$ cat config.mk
export PLATFORM = sky130hd
export DESIGN_NAME = reg_read_32_flat
export DESIGN_NICKNAME = d
export VERILOG_FILES = /design/src/rtl/reg_read_32_if.sv /design/src/rtl/reg_read_32.sv /design/src/flat_wrapper.sv
export SDC_FILE = /design/constraint.sdc
export NUM_CORES = 1
export LEC_CHECK = 0
export CORE_AREA = 3 3 445 447
export CTS_CLUSTER_SIZE = 28
export DETAILED_ROUTE_END_ITERATION = 8
export DIE_AREA = 0 0 448 450
export DONT_BUFFER_PORTS = 1
export PLACE_DENSITY = 0.3
export SLEW_MARGIN = 10
export SYNTH_ARGS = -nofsm -noshare
export SYNTH_HDL_FRONTEND = slang
export SYNTH_SLANG_ARGS = --single-unit
$ cat constraint.sdc
create_clock -name Clk -period 4.1 [get_ports Clk]
set_input_delay 0.82 -clock Clk [delete_from_list [all_inputs] [get_ports Clk]]
set_output_delay 0.82 -clock Clk [all_outputs]
set_load 0.01 [all_outputs]
$ cat src/rtl/reg_read_32_if.sv
// Operand-read bus between decode/writeback and the register-read stage.
// Latency: none (wires only).
// Backpressure: Stall is driven by the slave back to decode.
// Signals: Q (flattened bank), Rs/Rt read addresses, Rd/Wreg/Issue issue info,
//          WbEn/WbAddr/WbData writeback, Stall/A/B/Valid/Err results.
interface reg_read_32_if;
    logic [1023:0] Q;
    logic [4:0]    Rs;
    logic [4:0]    Rt;
    logic [4:0]    Rd;
    logic          Issue;
    logic          Wreg;
    logic          WbEn;
    logic [4:0]    WbAddr;
    logic [31:0]   WbData;
    logic          Stall;
    logic [31:0]   A;
    logic [31:0]   B;
    logic          Valid;
    logic          Err;

    modport master (
        output Q, Rs, Rt, Rd, Issue, Wreg, WbEn, WbAddr, WbData,
        input  Stall, A, B, Valid, Err
    );

    modport slave (
        input  Q, Rs, Rt, Rd, Issue, Wreg, WbEn, WbAddr, WbData,
        output Stall, A, B, Valid, Err
    );
endinterface

$ cat src/rtl/reg_read_32.sv
// Register-file read stage: two bypassed read ports latched into the ID/EX operand regs, with a pending-write scoreboard.
// Latency: 1 cycle from accept to A/B/Valid; Stall is combinational in the issue cycle.
// Backpressure: Stall holds decode while an operand's producer is outstanding or Rd's in-flight counter is full.
// Ports: Clk, Clrn (async active-low) plain; everything else on bus (reg_read_32_if.slave).
module reg_read_32 (
    input logic          Clk,
    input logic          Clrn,
    reg_read_32_if.slave bus
);

    logic [1:0]  cnt_q [32];
    logic [1:0]  cnt_d [32];
    logic [31:0] a_q, a_d;
    logic [31:0] b_q, b_d;
    logic        valid_q, valid_d;
    logic        err_q, err_d;

    logic        wb_live;
    logic        haz_a, haz_b, haz_dst;
    logic        stall_c;
    logic        accept;
    logic        inc;

    function automatic logic [31:0] resolve(input logic [1023:0] q, input logic [4:0] x,
                                            input logic wb_en, input logic [4:0] wb_addr,
                                            input logic [31:0] wb_data);
        if (x == 5'd0)
            return 32'd0;
        else if (wb_en && wb_addr == x)
            return wb_data;
        else
            return q[32*x +: 32];
    endfunction

    // The last outstanding write landing this cycle is forwarded, so it is not a hazard.
    function automatic logic op_hazard(input logic [4:0] x, input logic [1:0] c,
                                       input logic wb_en, input logic [4:0] wb_addr);
        return (x != 5'd0) && (c != 2'd0) && !(wb_en && wb_addr == x && c == 2'd1);
    endfunction

    always_comb begin
        cnt_d   = cnt_q;
        a_d     = a_q;
        b_d     = b_q;
        err_d   = err_q;

        wb_live = bus.WbEn && (bus.WbAddr != 5'd0);
        haz_a   = op_hazard(bus.Rs, cnt_q[bus.Rs], bus.WbEn, bus.WbAddr);
        haz_b   = op_hazard(bus.Rt, cnt_q[bus.Rt], bus.WbEn, bus.WbAddr);
        // A same-cycle writeback to Rd deliberately does not lift this: pre-edge count only.
        haz_dst = bus.Wreg && (bus.Rd != 5'd0) && (cnt_q[bus.Rd] == 2'd3);
        stall_c = bus.Issue && (haz_a || haz_b || haz_dst);
        accept  = bus.Issue && !stall_c;
        valid_d = accept;

        if (accept) begin
            a_d = resolve(bus.Q, bus.Rs, bus.WbEn, bus.WbAddr, bus.WbData);
            b_d = resolve(bus.Q, bus.Rt, bus.WbEn, bus.WbAddr, bus.WbData);
        end

        inc = accept && bus.Wreg && (bus.Rd != 5'd0);

        // Coincident increment and decrement cancel, including at zero (no underflow then).
        for (int i = 1; i < 32; i++) begin
            if (inc && bus.Rd == 5'(i) && !(wb_live && bus.WbAddr == 5'(i))) begin
                cnt_d[i] = cnt_q[i] + 2'd1;
            end else if (wb_live && bus.WbAddr == 5'(i) && !(inc && bus.Rd == 5'(i))) begin
                if (cnt_q[i] != 2'd0)
                    cnt_d[i] = cnt_q[i] - 2'd1;
                else
                    err_d = 1'b1;
            end
        end
        cnt_d[0] = 2'd0;
    end

    always_ff @(posedge Clk or negedge Clrn) begin
        if (!Clrn) begin
            cnt_q   <= '{default: 2'd0};
            a_q     <= 32'd0;
            b_q     <= 32'd0;
            valid_q <= 1'b0;
            err_q   <= 1'b0;
        end else begin
            cnt_q   <= cnt_d;
            a_q     <= a_d;
            b_q     <= b_d;
            valid_q <= valid_d;
            err_q   <= err_d;
        end
    end

    assign bus.Stall = stall_c;
    assign bus.A     = a_q;
    assign bus.B     = b_q;
    assign bus.Valid = valid_q;
    assign bus.Err   = err_q;

endmodule
$ cat src/flat_wrapper.sv
// flat-port wrapper written by rule: the top's interface ports become plain ports
module reg_read_32_flat 
  (Clk, Clrn, bus_Q, bus_Rs, bus_Rt, bus_Rd, bus_Issue, bus_Wreg, bus_WbEn, bus_WbAddr, bus_WbData, bus_Stall, bus_A, bus_B, bus_Valid, bus_Err);
  reg_read_32_if bus_i ();
  input logic Clk;
  input logic Clrn;
  input wire logic [$bits(bus_i.Q)-1:0] bus_Q;
  input wire logic [$bits(bus_i.Rs)-1:0] bus_Rs;
  input wire logic [$bits(bus_i.Rt)-1:0] bus_Rt;
  input wire logic [$bits(bus_i.Rd)-1:0] bus_Rd;
  input wire logic [$bits(bus_i.Issue)-1:0] bus_Issue;
  input wire logic [$bits(bus_i.Wreg)-1:0] bus_Wreg;
  input wire logic [$bits(bus_i.WbEn)-1:0] bus_WbEn;
  input wire logic [$bits(bus_i.WbAddr)-1:0] bus_WbAddr;
  input wire logic [$bits(bus_i.WbData)-1:0] bus_WbData;
  output wire logic [$bits(bus_i.Stall)-1:0] bus_Stall;
  output wire logic [$bits(bus_i.A)-1:0] bus_A;
  output wire logic [$bits(bus_i.B)-1:0] bus_B;
  output wire logic [$bits(bus_i.Valid)-1:0] bus_Valid;
  output wire logic [$bits(bus_i.Err)-1:0] bus_Err;
  assign bus_i.Q = bus_Q;
  assign bus_i.Rs = bus_Rs;
  assign bus_i.Rt = bus_Rt;
  assign bus_i.Rd = bus_Rd;
  assign bus_i.Issue = bus_Issue;
  assign bus_i.Wreg = bus_Wreg;
  assign bus_i.WbEn = bus_WbEn;
  assign bus_i.WbAddr = bus_WbAddr;
  assign bus_i.WbData = bus_WbData;
  assign bus_Stall = bus_i.Stall;
  assign bus_A = bus_i.A;
  assign bus_B = bus_i.B;
  assign bus_Valid = bus_i.Valid;
  assign bus_Err = bus_i.Err;
  reg_read_32 u_core (.Clk(Clk), .Clrn(Clrn), .bus(bus_i));
endmodule
==> impl_metrics.tcl, run 1 <==
set metrics [dict create \
    outcome "finished with violations" \
    violations "slew limit, setup timing" \
    drc 0 \
    start_kind "input port" \
    dp_hpwl_um 169000 \
    post_synth_num_cell_types 53 \
    die_height_um 450 \
    power_leakage_nw 10.0 \
    cap_viol_max_count 0 \
    total_power_mw 7.15 \
    grt_pass1_wl_um 261000 \
    worst-setup-path-type "input port to flop" \
    stdcell_area_um2 30100 \
    rr_startpoint "u_core.cnt_q[22]" \
    groute.layer.met1.usage 0.232 \
    synth_warnings 0 \
    worst_path_maximum_fanout 276 \
    worst-slew-pin-transition_ps 3230 \
    dr.pass1.iters 5 \
    highest_count_cells_in_the_layout_ignoring_fill_and_taps "639 x sky130_fd_sc_hd__mux4_2, 195 x sky130_fd_sc_hd__nand2_1, 136 x sky130_fd_sc_hd__buf_4" \
    grtUsageTotal 0.199 \
    crit_path_end "u_core.bus.Err" \
    grt_busiest_layer "met2" \
    r2r_setup_slack_ps 10 \
    antenna_found_initial 143 \
    cts_tree "built" \
    reg2reg_to "u_core.bus.Err" \
    synth.area.mux_share 0.620 \
    rsz0062_at_grt "yes" \
    final.min_clock_period_ps 5960 \
    start_util 0.132 \
    async_flop_share 1.00 \
    final-instance-count-excl-fill 4696 \
    fp.dieW_um 448 \
    syn_area_um2 25800 \
    critPathSlowestCell "sky130_fd_sc_hd__mux4_2" \
    detail-route-antenna-nets 0 \
    clock-sinks 128 \
    route.vias.total 23100 \
    setup_violators_final 129 \
    core_footprint_um2 195000 \
    worstPathRequired_ps 4500 \
    gr-usage-met3 0.102 \
    synth-simple-area-share 0.104 \
    syn_avg_cell_area_um2 12.2 \
    report.final.slew_viol_count 591 \
    post_dr_wirelength_cell_um 44.2 \
    synth_compound_gate_area_share 0.0677 \
    syn_nets 3256 \
    timing.final.ws_setup_ps -1860 \
    layout-area-overhead-vs-synth_pct 16.7 \
    worstRegToRegCells 13 \
    post-route-period-util 1.45 \
    die_area_um2 202000 \
    grt_max_degree 292 \
    synth.yosys.seq_area_share 0.124 \
    ys_seq_elements 128 \
    synth-edff-count 0 \
    netlist_instances 2113 \
    worstPathCellList "mux4_2 -> nor3b_4 -> o311ai_4 -> buf_4 -> nand4_1 -> nor3_4 -> buf_12 -> nand4_1 -> ha_2 -> nor4b_1 -> nor4_1 -> buf_4 -> nand4_1 -> or2_4" \
    yosys.area_share.adder 0.0301 \
    cts-htree-levels 4 \
    timing.slew.headroom -1.15 \
    crit_path_end_kind "flop" \
    detail_route.vias_per_cell 4.91 \
    tritoncts.num_buffers 17 \
    crit_path_start "bus_Rs[1]" \
    placement.cell_area_um2 29000 \
    powerDensity_nw_per_um2 238 \
    std_cell_rows 162 \
    max_stage_delay_ps 1050 \
    cts.reportedPaths.clkPinSlew_ps 70 \
    finish.net_count 3188 \
    synth_top_family_by_area "multiplexers" \
    post-place-cells 4555 \
    design.portCount 1148 \
    wl_um 208000 \
    fin_tns_setup_ps -165050 \
    path_common_cell "sky130_fd_sc_hd__nand4_1" \
    worstHoldPathType "input port to asynchronous set/reset pin" \
    layout_commonest_cell "sky130_fd_sc_hd__mux4_2" \
    port_buffers 0 \
    cts.path.max_buffers 2 \
    max_freq_mhz 168 \
    gpl.final_weighted_congestion 0.990 \
    timing_hold_violations_final 0 \
    dominantRegCellSynth "sky130_fd_sc_hd__dfrtp_1" \
    vdd_drop_max_uv 243 \
    grt_pass1_vias 23200 \
    synth_xor_xnor_area_share 0.00340 \
    global_route_congestion_overflow_total 0 \
    cp.arrival_ps 6360 \
    fraction_of_final_layout_cells_with_drive_strength_greater_than_1 0.451 \
    use_met2 0.320 \
    finClkSkew_ps 19.3 \
    dr.first_iter.drc_count 2483 \
    cts-root-buf "sky130_fd_sc_hd__clkbuf_16" \
    clkLatencyLatePin_ps 530 \
]
## layout make-up
type,instances,area [µm²]
clock inverters,10,88.8
inverters,67,251
clock buffers,21,450
repair buffers,146,1200
diodes,97,243
fillers,21700,165000
well taps,2542,3180
multi-input cells,1685,21500
flip-flops and latches,128,3200
## metrics by stage
stage               utilization  hold WS (ps)  setup WS, ps
floorplan                     -           506          1.51
global placement          0.149           541          -918
detailed placement        0.149           554          -978
CTS                       0.152           294          1.61
global route              0.154           241         -62.5
finish                    0.155           234         -1860
## worst min path at each step
stage / depth (start not counted) / end / slack (ps)
2_1_floorplan: 2 / u_core.cnt_q[10] / 510
3_3_place_gp: 0 / u_core.bus.B[0] / 540
3_5_place_dp: 0 / u_core.bus.B[7] / 550
4_1_cts: 1 / u_core.bus.B[0] / 290
5_1_grt: 1 / u_core.bus.B[0] / 240
6_report: 1 / u_core.bus.A[4] / 230
## state kept, by name, summed over array words and instances (netlist names)
| name | flops |
|---|---|
| u_core.bus.A | 32 |
| u_core.bus.B | 32 |
| u_core.bus.Err | 1 |
| u_core.bus.Valid | 1 |
| u_core.cnt_q | 62 |
## critical path, delay by kind of cell
family | cells | cell delay (ps)
AOI/OAI and AO/OA | 1 | 310
adders and majority gates | 1 | 200
and+or+nand+nor | 8 | 1870
muxes | 1 | 1050
buffers and inverters | 3 | 530
## power by group
| part | leakage [nW] | switching (mW) | internal (mW) |
|---|---|---|---|
| clock network | 0.256 | 0.787 | 0.841 |
| registers | 1.55 | 0.843 | 1.65 |
| logic | 8.21 | 1.21 | 1.82 |
| total | 10.0 | 2.84 | 4.31 |
## synth_stat cells (all sizes together), types with 19 or more instances
library cell | n | area share
mux4 | 639 | 0.56
nand2 | 196 | 0.029
o21ai | 130 | 0.025
dfrtp | 128 | 0.12
clkbuf | 123 | 0.018
buf | 110 | 0.023
nor2 | 97 | 0.014
mux2 | 84 | 0.037
inv | 67 | 0.0098
mux2i | 65 | 0.025
ha | 62 | 0.030
nand3 | 54 | 0.010
a21oi | 51 | 0.0099
nor2b | 47 | 0.011
o22ai | 41 | 0.0099
nor4b | 31 | 0.011
nand4 | 20 | 0.0049
and3 | 19 | 0.0046
## cell families (layout without fill, tap and decap cells)
logic type	count (synthesis)	count (layout)
compound gates	291	291
xor+xnor	10	10
fa+ha+maj	62	62
buf+inv	300	244
flops	128	128
mux	788	788
other cells	0	97
simple gates	534	534
## repair_timing
item | in CTS | in global routing
resized for setup | 4 | 29
endpoints found under the hold margin | 128 | 0
setup endpoints to repair | 2 | 2
pin swaps | 0 | 15
hold buffers | 1 | 0
setup buffers | 0 | 9
gates cloned | 0 | 3
## layer usage
| layer | vias up | part of all wire |
|---|---|---|
| met3 | 256 | 0.12 |
| met2 | 1333 | 0.47 |
| met4 | 72 | 0.027 |
| met5 | - | 0.0025 |
| met1 | 12500 | 0.38 |
| li1 | 8882 | - |
Power figures use the tool's default switching activity.
==> run 2, diff against run 1 <==
- SKIP_CTS_REPAIR_TIMING: not set -> 1
==> run 2 against run 1 <==
The run still ends with slew limit, setup timing left; global-route usage is essentially flat; worst hold slack gained 75 ps; clock power is essentially flat; power barely moved; utilization about the same; cell area about the same; flip-flop and latch count stayed put; first-iteration DRC count down 4.8%; non-clock buffer count unchanged; maximum frequency up 1.5%; register-to-register slack better by 30 ps; sequential share of layout area about the same; critical path type unchanged; critical endpoint unchanged; largest cell class unchanged.
==> impl_metrics.tcl, run 2 (synthesis results as in run 1) <==
set metrics [dict create \
    detail-route-antenna-nets 0 \
    cts-root-buf "sky130_fd_sc_hd__clkbuf_16" \
    layout_commonest_cell "sky130_fd_sc_hd__mux4_2" \
    seq_power_share 0.349 \
    tritoncts.num_buffers 17 \
    dr.first_iter.drc_count 2363 \
    die_area_um2 202000 \
    final.hold.worst_slack_ps 309 \
    grt_pass1_vias 23200 \
    powerDensity_nw_per_um2 237 \
    worstHoldPathType "input port to asynchronous set/reset pin" \
    max_stage_delay_ps 1430 \
    post_dr_wirelength_cell_um 44.2 \
    setup_violators_final 129 \
    grtUsageTotal 0.199 \
    timing.slew.headroom -1.17 \
    outcome "finished with violations" \
    timing.final.ws_setup_ps -1770 \
    worstPathCellList "mux4_2 -> mux2i_1 -> nor2b_1 -> o221ai_1 -> nand4_1 -> nor3_4 -> buf_12 -> nand4_1 -> ha_2 -> nor4b_1 -> nor4_1 -> buf_4 -> nand4_1 -> or2_4" \
    cts_tree "built" \
    worstPathRequired_ps 4500 \
    port_buffers 0 \
    detail_route.vias_per_cell 4.97 \
    global_route_congestion_overflow_total 0 \
    start_kind "input port" \
    wl_um 208000 \
    fin_util 0.155 \
    r2r_setup_slack_ps 40 \
    max_freq_mhz 170 \
    finClkSkew_ps 18.4 \
    report.final.slew_viol_count 580 \
    route.vias.total 23400 \
    power.net_switching_mw 2.84 \
    crit_path_end_kind "flop" \
    post-route-period-util 1.43 \
    cap_viol_max_count 0 \
    final.min_clock_period_ps 5870 \
    highest_count_cells_in_the_layout_ignoring_fill_and_taps "639 x sky130_fd_sc_hd__mux4_2, 195 x sky130_fd_sc_hd__nand2_1, 136 x sky130_fd_sc_hd__buf_4" \
    design.portCount 1148 \
    violations "slew limit, setup timing" \
    drc 0 \
    finish.net_count 3188 \
    int_power_mw 4.31 \
    clock_power_frac 0.227 \
    largest_reg_flops 62 \
    dr.pass1.iters 6 \
    power.share.switching 0.397 \
    rsz0062_at_grt "yes" \
    gpl.final_weighted_congestion 0.990 \
    dp_hpwl_um 169000 \
    clkLatencyLatePin_ps 530 \
    worst-slew-pin-transition_ps 3250 \
    power_leakage_nw 10.0 \
    final.fill_count 21800 \
    regMostFlops "u_core.cnt_q" \
    power.combinational.fraction 0.423 \
    cp.arrival_ps 6270 \
    worst_path_maximum_fanout 256 \
    grt_pass1_wl_um 261000 \
    cts.reportedPaths.clkPinSlew_ps 70 \
    vdd_drop_max_uv 244 \
    antenna_found_initial 144 \
    start_util 0.132 \
    clock-sinks 128 \
    critPathSlowestCell "sky130_fd_sc_hd__mux4_2" \
    worst-setup-path-type "input port to flop" \
    core_footprint_um2 195000 \
    cts.path.max_buffers 2 \
    fin_tns_setup_ps -154460 \
    timing_hold_violations_final 0 \
    path_common_cell "sky130_fd_sc_hd__nand4_1" \
    fraction_of_final_layout_cells_with_drive_strength_greater_than_1 0.450 \
    fp.dieW_um 448 \
    std_cell_rows 162 \
    cts-htree-levels 4 \
    die_height_um 450 \
    grt_max_degree 292 \
    layout-area-overhead-vs-synth_pct 16.7 \
]
-- run 2: worst paths after layout --
kind | from | endpoint | cells past startpoint
hold / removal | Clrn | u_core.bus.B[0] | 1
hold reg to reg | u_core.cnt_q[2] | u_core.cnt_q[2] | 3
setup reg to reg | u_core.cnt_q[22] | u_core.bus.Err | 13
setup / recovery | bus_Rt[1] | u_core.bus.Err | 14
min in group Clk | bus_WbData[2] | u_core.bus.B[2] | 3
max in group asynchronous | Clrn | u_core.bus.A[21] | 1
-- run 2: per-stage QoR --
stage               cells  instance area (µm²)  total power [mW]  worst slack [ps]
detailed placement   4555                29000              5.42              -978
finish               4700                30100              7.14             -1770
CTS                  4586                29500              7.17              -377
global placement     4555                29000              5.43              -918
global route         4653                30000              7.44             -61.7
floorplan            2113                25800              4.39              1.51
-- run 2: final cells by class --
cell class	instances	area (µm²)	share of cell area
diodes	101	253	0.00840
clock buffers	21	450	0.0150
clock inverters	10	88.8	0.00295
inverters	67	251	0.00836
multi-input cells	1685	21400	0.713
flip-flops and latches	128	3200	0.107
well taps	2542	3180	0.106
repair buffers	146	1200	0.0400
-- run 2: power by group through the flow --
stage          combinational, mW  clock, mW  sequential, mW
6_report                    3.02       1.62            2.49
5_1_grt                     3.12       1.78            2.54
4_1_cts                     2.88       1.76            2.54
3_5_place_dp                2.86          0            2.56
3_3_place_gp                2.86          0            2.57
2_1_floorplan               2.33          0            2.06
-- run 2: metal layers --
metal,GRT usage,part of all wire,vias to the layer above
li1,-,-,8896
met1,0.231,0.38,12700
met2,0.320,0.47,1427
met3,0.103,0.12,270
met4,0.0575,0.028,70
met5,0,0.0023,-
-- run 2: worst max-delay path, delay by kind of cell --
kind                       cells  cell delay, ps
and+or+nand+nor                8            1760
adders and majority gates      1             200
AOI/OAI and AO/OA              1             220
muxes                          2            1600
buffers and inverters          2             370
